===== src/rtl/pcie_dn_dispatch.sv =====
// pcie_dn_dispatch: routes the PCIe RX packet stream to CH0/CH1 by SOP channel field, with drop/error counters
module pcie_dn_dispatch #(
  parameter int P_CH_LSB = 56,
  parameter int P_CNT_W  = 16
) (
  input  logic               PCIE_CLK,
  input  logic               PCIE_RST,
  input  logic               DNK_RX_DVLD,
  output logic               DNK_RX_RDY,
  input  logic [63:0]        DNK_RX_DATA,
  input  logic [1:0]         DNK_RX_MASK,
  input  logic               DNK_RX_SOP,
  input  logic               DNK_RX_EOP,
  output logic               DNK_TX0_DVLD,
  input  logic               DNK_TX0_RDY,
  output logic [63:0]        DNK_TX0_DATA,
  output logic [1:0]         DNK_TX0_MASK,
  output logic               DNK_TX0_SOP,
  output logic               DNK_TX0_EOP,
  output logic               DNK_TX1_DVLD,
  input  logic               DNK_TX1_RDY,
  output logic [63:0]        DNK_TX1_DATA,
  output logic [1:0]         DNK_TX1_MASK,
  output logic               DNK_TX1_SOP,
  output logic               DNK_TX1_EOP,
  output logic [P_CNT_W-1:0] DNK_DROP_CNT,
  output logic [P_CNT_W-1:0] DNK_ERR_CNT
);
  typedef enum logic [1:0] {S_IDLE, S_CH0, S_CH1, S_DROP} state_t;
  state_t state_q, state_d;
  logic [63:0] data_q;
  logic [1:0] mask_q, ch;
  logic sop_q, eop_q, sel_q, vld_q;
  logic in_fire, out_fire, load, sel_d, drop_inc, err_inc;
  logic [P_CNT_W-1:0] drop_q, err_q;
  assign ch = DNK_RX_DATA[P_CH_LSB+:2];
  assign out_fire = vld_q & (sel_q ? DNK_TX1_RDY : DNK_TX0_RDY);
  assign DNK_RX_RDY = ~PCIE_RST & (~vld_q | out_fire);
  assign in_fire = DNK_RX_DVLD & DNK_RX_RDY;
  // An SOP is always decoded as a new packet; outside S_IDLE it also flags the truncated one.
  always_comb begin
    state_d = state_q;
    load = 1'b0;
    sel_d = sel_q;
    drop_inc = 1'b0;
    err_inc = 1'b0;
    if (in_fire) begin
      if (DNK_RX_SOP) begin
        err_inc = state_q != S_IDLE;
        drop_inc = ch[1];
        load = ~ch[1];
        sel_d = ch[0];
        state_d = DNK_RX_EOP ? S_IDLE : ch[1] ? S_DROP : ch[0] ? S_CH1 : S_CH0;
      end else begin
        err_inc = state_q == S_IDLE;
        load = (state_q == S_CH0) | (state_q == S_CH1);
        sel_d = state_q == S_CH1;
        state_d = DNK_RX_EOP ? S_IDLE : state_q;
      end
    end
  end
  always_ff @(posedge PCIE_CLK) begin
    if (PCIE_RST) begin
      state_q <= S_IDLE;
      vld_q <= 1'b0;
      sel_q <= 1'b0;
      data_q <= '0;
      mask_q <= '0;
      sop_q <= 1'b0;
      eop_q <= 1'b0;
      drop_q <= '0;
      err_q <= '0;
    end else begin
      state_q <= state_d;
      vld_q <= load | (vld_q & ~out_fire);
      if (load) begin
        sel_q <= sel_d;
        data_q <= DNK_RX_DATA;
        mask_q <= DNK_RX_MASK;
        sop_q <= DNK_RX_SOP;
        eop_q <= DNK_RX_EOP;
      end
      drop_q <= drop_q + P_CNT_W'(drop_inc & ~&drop_q);
      err_q <= err_q + P_CNT_W'(err_inc & ~&err_q);
    end
  end
  assign DNK_TX0_DVLD = vld_q & ~sel_q;
  assign DNK_TX1_DVLD = vld_q & sel_q;
  assign DNK_TX0_DATA = data_q;
  assign DNK_TX1_DATA = data_q;
  assign DNK_TX0_MASK = mask_q;
  assign DNK_TX1_MASK = mask_q;
  assign DNK_TX0_SOP = sop_q;
  assign DNK_TX1_SOP = sop_q;
  assign DNK_TX0_EOP = eop_q;
  assign DNK_TX1_EOP = eop_q;
  assign DNK_DROP_CNT = drop_q;
  assign DNK_ERR_CNT = err_q;
endmodule


===== config.mk =====
export PLATFORM = sky130hd
export DESIGN_NAME = pcie_dn_dispatch
export DESIGN_NICKNAME = d
export VERILOG_FILES = /design/src/rtl/pcie_dn_dispatch.sv
export SDC_FILE = /design/constraint.sdc
export NUM_CORES = 1
export LEC_CHECK = 0
export CORE_MARGIN = 1
export CORE_UTILIZATION = 44
export DETAILED_ROUTE_END_ITERATION = 10
export GPL_ROUTABILITY_DRIVEN = 0
export PLACE_DENSITY = 0.95
export SETUP_SLACK_MARGIN = 0.02
export SLEW_MARGIN = 10
export SYNTH_ARGS = -nofsm -noshare
export SYNTH_HDL_FRONTEND = slang
export SYNTH_SLANG_ARGS = --single-unit

===== constraint.sdc =====
create_clock -name PCIE_CLK -period 4.78 [get_ports PCIE_CLK]
set_input_delay 0.956 -clock PCIE_CLK [delete_from_list [all_inputs] [get_ports PCIE_CLK]]
set_output_delay 0.956 -clock PCIE_CLK [all_outputs]
set_load 0.01 [all_outputs]

==> impl_metrics.py <==
metrics = {
    "placement": {
        "post-place-ws_ns": 1.16,
        "dp.final_hpwl_mm": 9.64,
        "dp_cells": 797,
        "numPortBuffers": 243,
        "place_area_um2": 7040,
    },
    "setup_path": {
        "crit_fanout": 5,
        "worstPathArrival_ns": 2.49,
        "rr_startpoint": "DNK_DROP_CNT[2]",
        "slowest_delay_ns": 0.52,
        "slowest_stage": "clkdlybuf4s50_1",
        "crit_path_start": "DNK_TX0_RDY",
        "critical-path-top-delay-family": "buffers and inverters",
        "start_kind": "input pin",
        "endpoint_kind": "output port",
        "path_cells": "clkdlybuf4s50_1, mux2_4, nand2b_1, nor2b_1, clkdlybuf4s50_1",
        "required_ns": 3.82,
        "crit_path_frequent_cell": "clkdlybuf4s50_1",
        "crit_type": "in -> out",
        "critPathBufInv": 2,
    },
    "synth": {
        "ys_ff_latch": 104,
        "yosysTopAreaCell": "dfxtp_1",
        "ys_top_cells_by_area": "dfxtp_1 41%, mux2_2 15%, buf_4 11%",
        "postSynthCellCount": 504,
        "yosys.cell_types.count": 36,
        "seq_area_frac_synth_pct": 41.1,
        "yosysTopAreaCellShare_pct": 41.1,
        "ys_warn_count": 0,
        "synth_fp_nets": 585,
        "post_synth.cell_area_avg_um2": 10.1,
        "synth_area_um2": 5070,
    },
    "timing": {
        "skew_ns": 0.00961,
        "worst_pin_slew_ns": 1.14,
        "hold_viol": 0,
        "rsz0062_at_grt": "no",
        "fmax_ghz": 0.291,
        "setup_viol": 0,
        "final-max-slew-violation-count": 0,
        "relSlewSlack_pct": 24.2,
        "setup-tns-final_ns": 0,
        "finalWorstSetupSlack_ns": 1.34,
        "fin_crit_ns": 3.44,
        "fin_crit_sh_pct": 72.0,
    },
    "cts": {
        "clock_sinks": 104,
        "cts-resized-gates": 0,
        "cts_buffers": 9,
        "cts_setup_buffers": 0,
        "htreeDepth": 3,
        "cts_tree": "yes",
        "cts-root-buf": "clkbuf_16",
        "clk_latency_ns": 0.34,
        "cts_buffer_depth": 2,
        "path_clk_slew_ns": 0.06,
        "ctsHoldBuffers": 0,
    },
    "floorplanning": {
        "die_w_um": 109,
        "num_rows": 38,
        "core-area_um2": 11000,
        "die_h_um": 109,
        "fp.dieArea_um2": 11900,
        "floorplan.initialDensity_pct": 45.9,
        "ios": 244,
    },
    "finish": {
        "fin_cells": 813,
        "final_common_cell": "clkdlybuf4s50_1",
        "areaGrowthSynthToFinish_pct": 44.5,
        "most-common-layout-cells": "242 x clkdlybuf4s50_1, 104 x dfxtp_1, 83 x nor2b_1",
        "design_area_um2": 7320,
        "fill_cells": 825,
        "drive_gt1_share_pct": 14.7,
        "final_nets": 749,
        "num_antenna_cells": 0,
        "multi_input_area_um2": 2300,
        "final-seq-area_um2": 2080,
    },
    "route": {
        "detail_route.first_pass.iterations": 4,
        "routedWlPerCell_um": 15.9,
        "finalWirelength_mm": 13.0,
        "post-route-drc-count": 0,
        "drt-initial-drc-count": 158,
        "num_vias": 4126,
        "ant_nets": 0,
        "via_per_inst": 5.08,
    },
    "power": {
        "fin_total_pwr_mw": 1.93,
        "leakagePower_nw": 2.77,
        "power_density_nw_per_um2": 263,
        "ir_drop_mv": 0.163,
    },
    "min_path": {
        "worstHoldStart": "DNK_DROP_CNT[5]",
        "hp-class": "reg -> reg",
    },
    "global_route": {
        "grt_max_degree": 115,
        "antenna_found_initial": 0,
        "grt_pass1_wl_mm": 19.8,
        "gr-total-overflow": 0,
        "grt_usage_pct": 21.2,
        "grt_pass1_vias": 4080,
    },
    "run_status": {
        "status": "finished clean",
    },
    "job": {
        "drv_cap": 0,
    },
}
==> final cells by class <==
class / instances / share of cell area, %
timing repair buffer: 245 / 33.4
clock buffer: 11 / 3.31
clock inverter: 5 / 0.530
inverter: 10 / 0.513
sequential: 104 / 28.4
tap: 140 / 2.39
multi-input combinational: 298 / 31.4
==> sequential cells by signal (all words and copies together) (netlist names) <==
signal,count
DNK_TX0_DATA,64
DNK_TX0_SOP,1
DNK_TX0_MASK,2
DNK_TX0_EOP,1
state_q,2
sel_q,1
DNK_DROP_CNT,16
vld_q,1
DNK_ERR_CNT,16
==> through the flow <==
stage | hold WS, ns | util [%]
6_report | 0.505 | 66.4
5_1_grt | 0.523 | 66.4
4_1_cts | 0.503 | 66.4
3_5_place_dp | 0.494 | 63.8
3_3_place_gp | 0.483 | 63.8
2_1_floorplan | 0.469 | -
==> path summary, 6_finish.rpt <==
| path | end | cells after the start | slack (ns) |
|---|---|---|---|
| worst max-delay path | DNK_RX_RDY | 5 | 1.34 |
| worst min-delay path | DNK_DROP_CNT[5] | 2 | 0.50 |
| worst max register to register | DNK_DROP_CNT[14] | 8 | 2.16 |
| worst min register to register | DNK_DROP_CNT[5] | 2 | 0.50 |
==> per-layer routing <==
metal	routed length (µm)	vias to the layer above	track usage (%)
li1	-	1979	-
met1	5010	1950	23.4
met2	6920	182	39.8
met3	819	15	4.68
met4	209	0	6.86
met5	0	-	0
==> report_power, final <==
part	internal [mW]	total, mW	switching (mW)
registers	0.898	0.925	0.0262
logic	0.197	0.304	0.108
clock network	0.372	0.699	0.327
total	1.47	1.93	0.461
==> cells in the mapped netlist (all sizes together) <==
cell / count
dfxtp: 104
nor2b: 83
buf: 81
mux2: 78
nor2: 19
a21oi: 14
nand4: 13
nor4: 12
clkbuf: 11
nand3: 11
o21ai: 11
inv: 10
nand2: 9
ha: 8
or3: 7
o31ai: 5
or4: 5
xor2: 4
mux2i: 3
nand2b: 3
xnor2: 3
and2b: 2
o32ai: 2
a211oi: 1
and2: 1
and3: 1
o2111ai: 1
o221a: 1
o221ai: 1
==> worst min-delay path, cell delays in order (launching register included) <==
cell	delay [ns]
dfxtp_1	0.33
o21ai_0	0.07
a21oi_1	0.06
==> cell families (layout without fill, tap and decap cells) <==
family,count (synthesis),after routing,synth area share [%]
buffers and inverters,102,271,13.5
XOR/XNOR,7,7,1.21
multiplexers,81,81,18.6
adder cells (fa/ha/maj),8,8,1.98
flip-flops,104,104,41.1
AND/OR/NAND/NOR,166,166,19.0
AO/OA/AOI/OAI,36,36,4.62
Power figures use the tool's default switching activity.
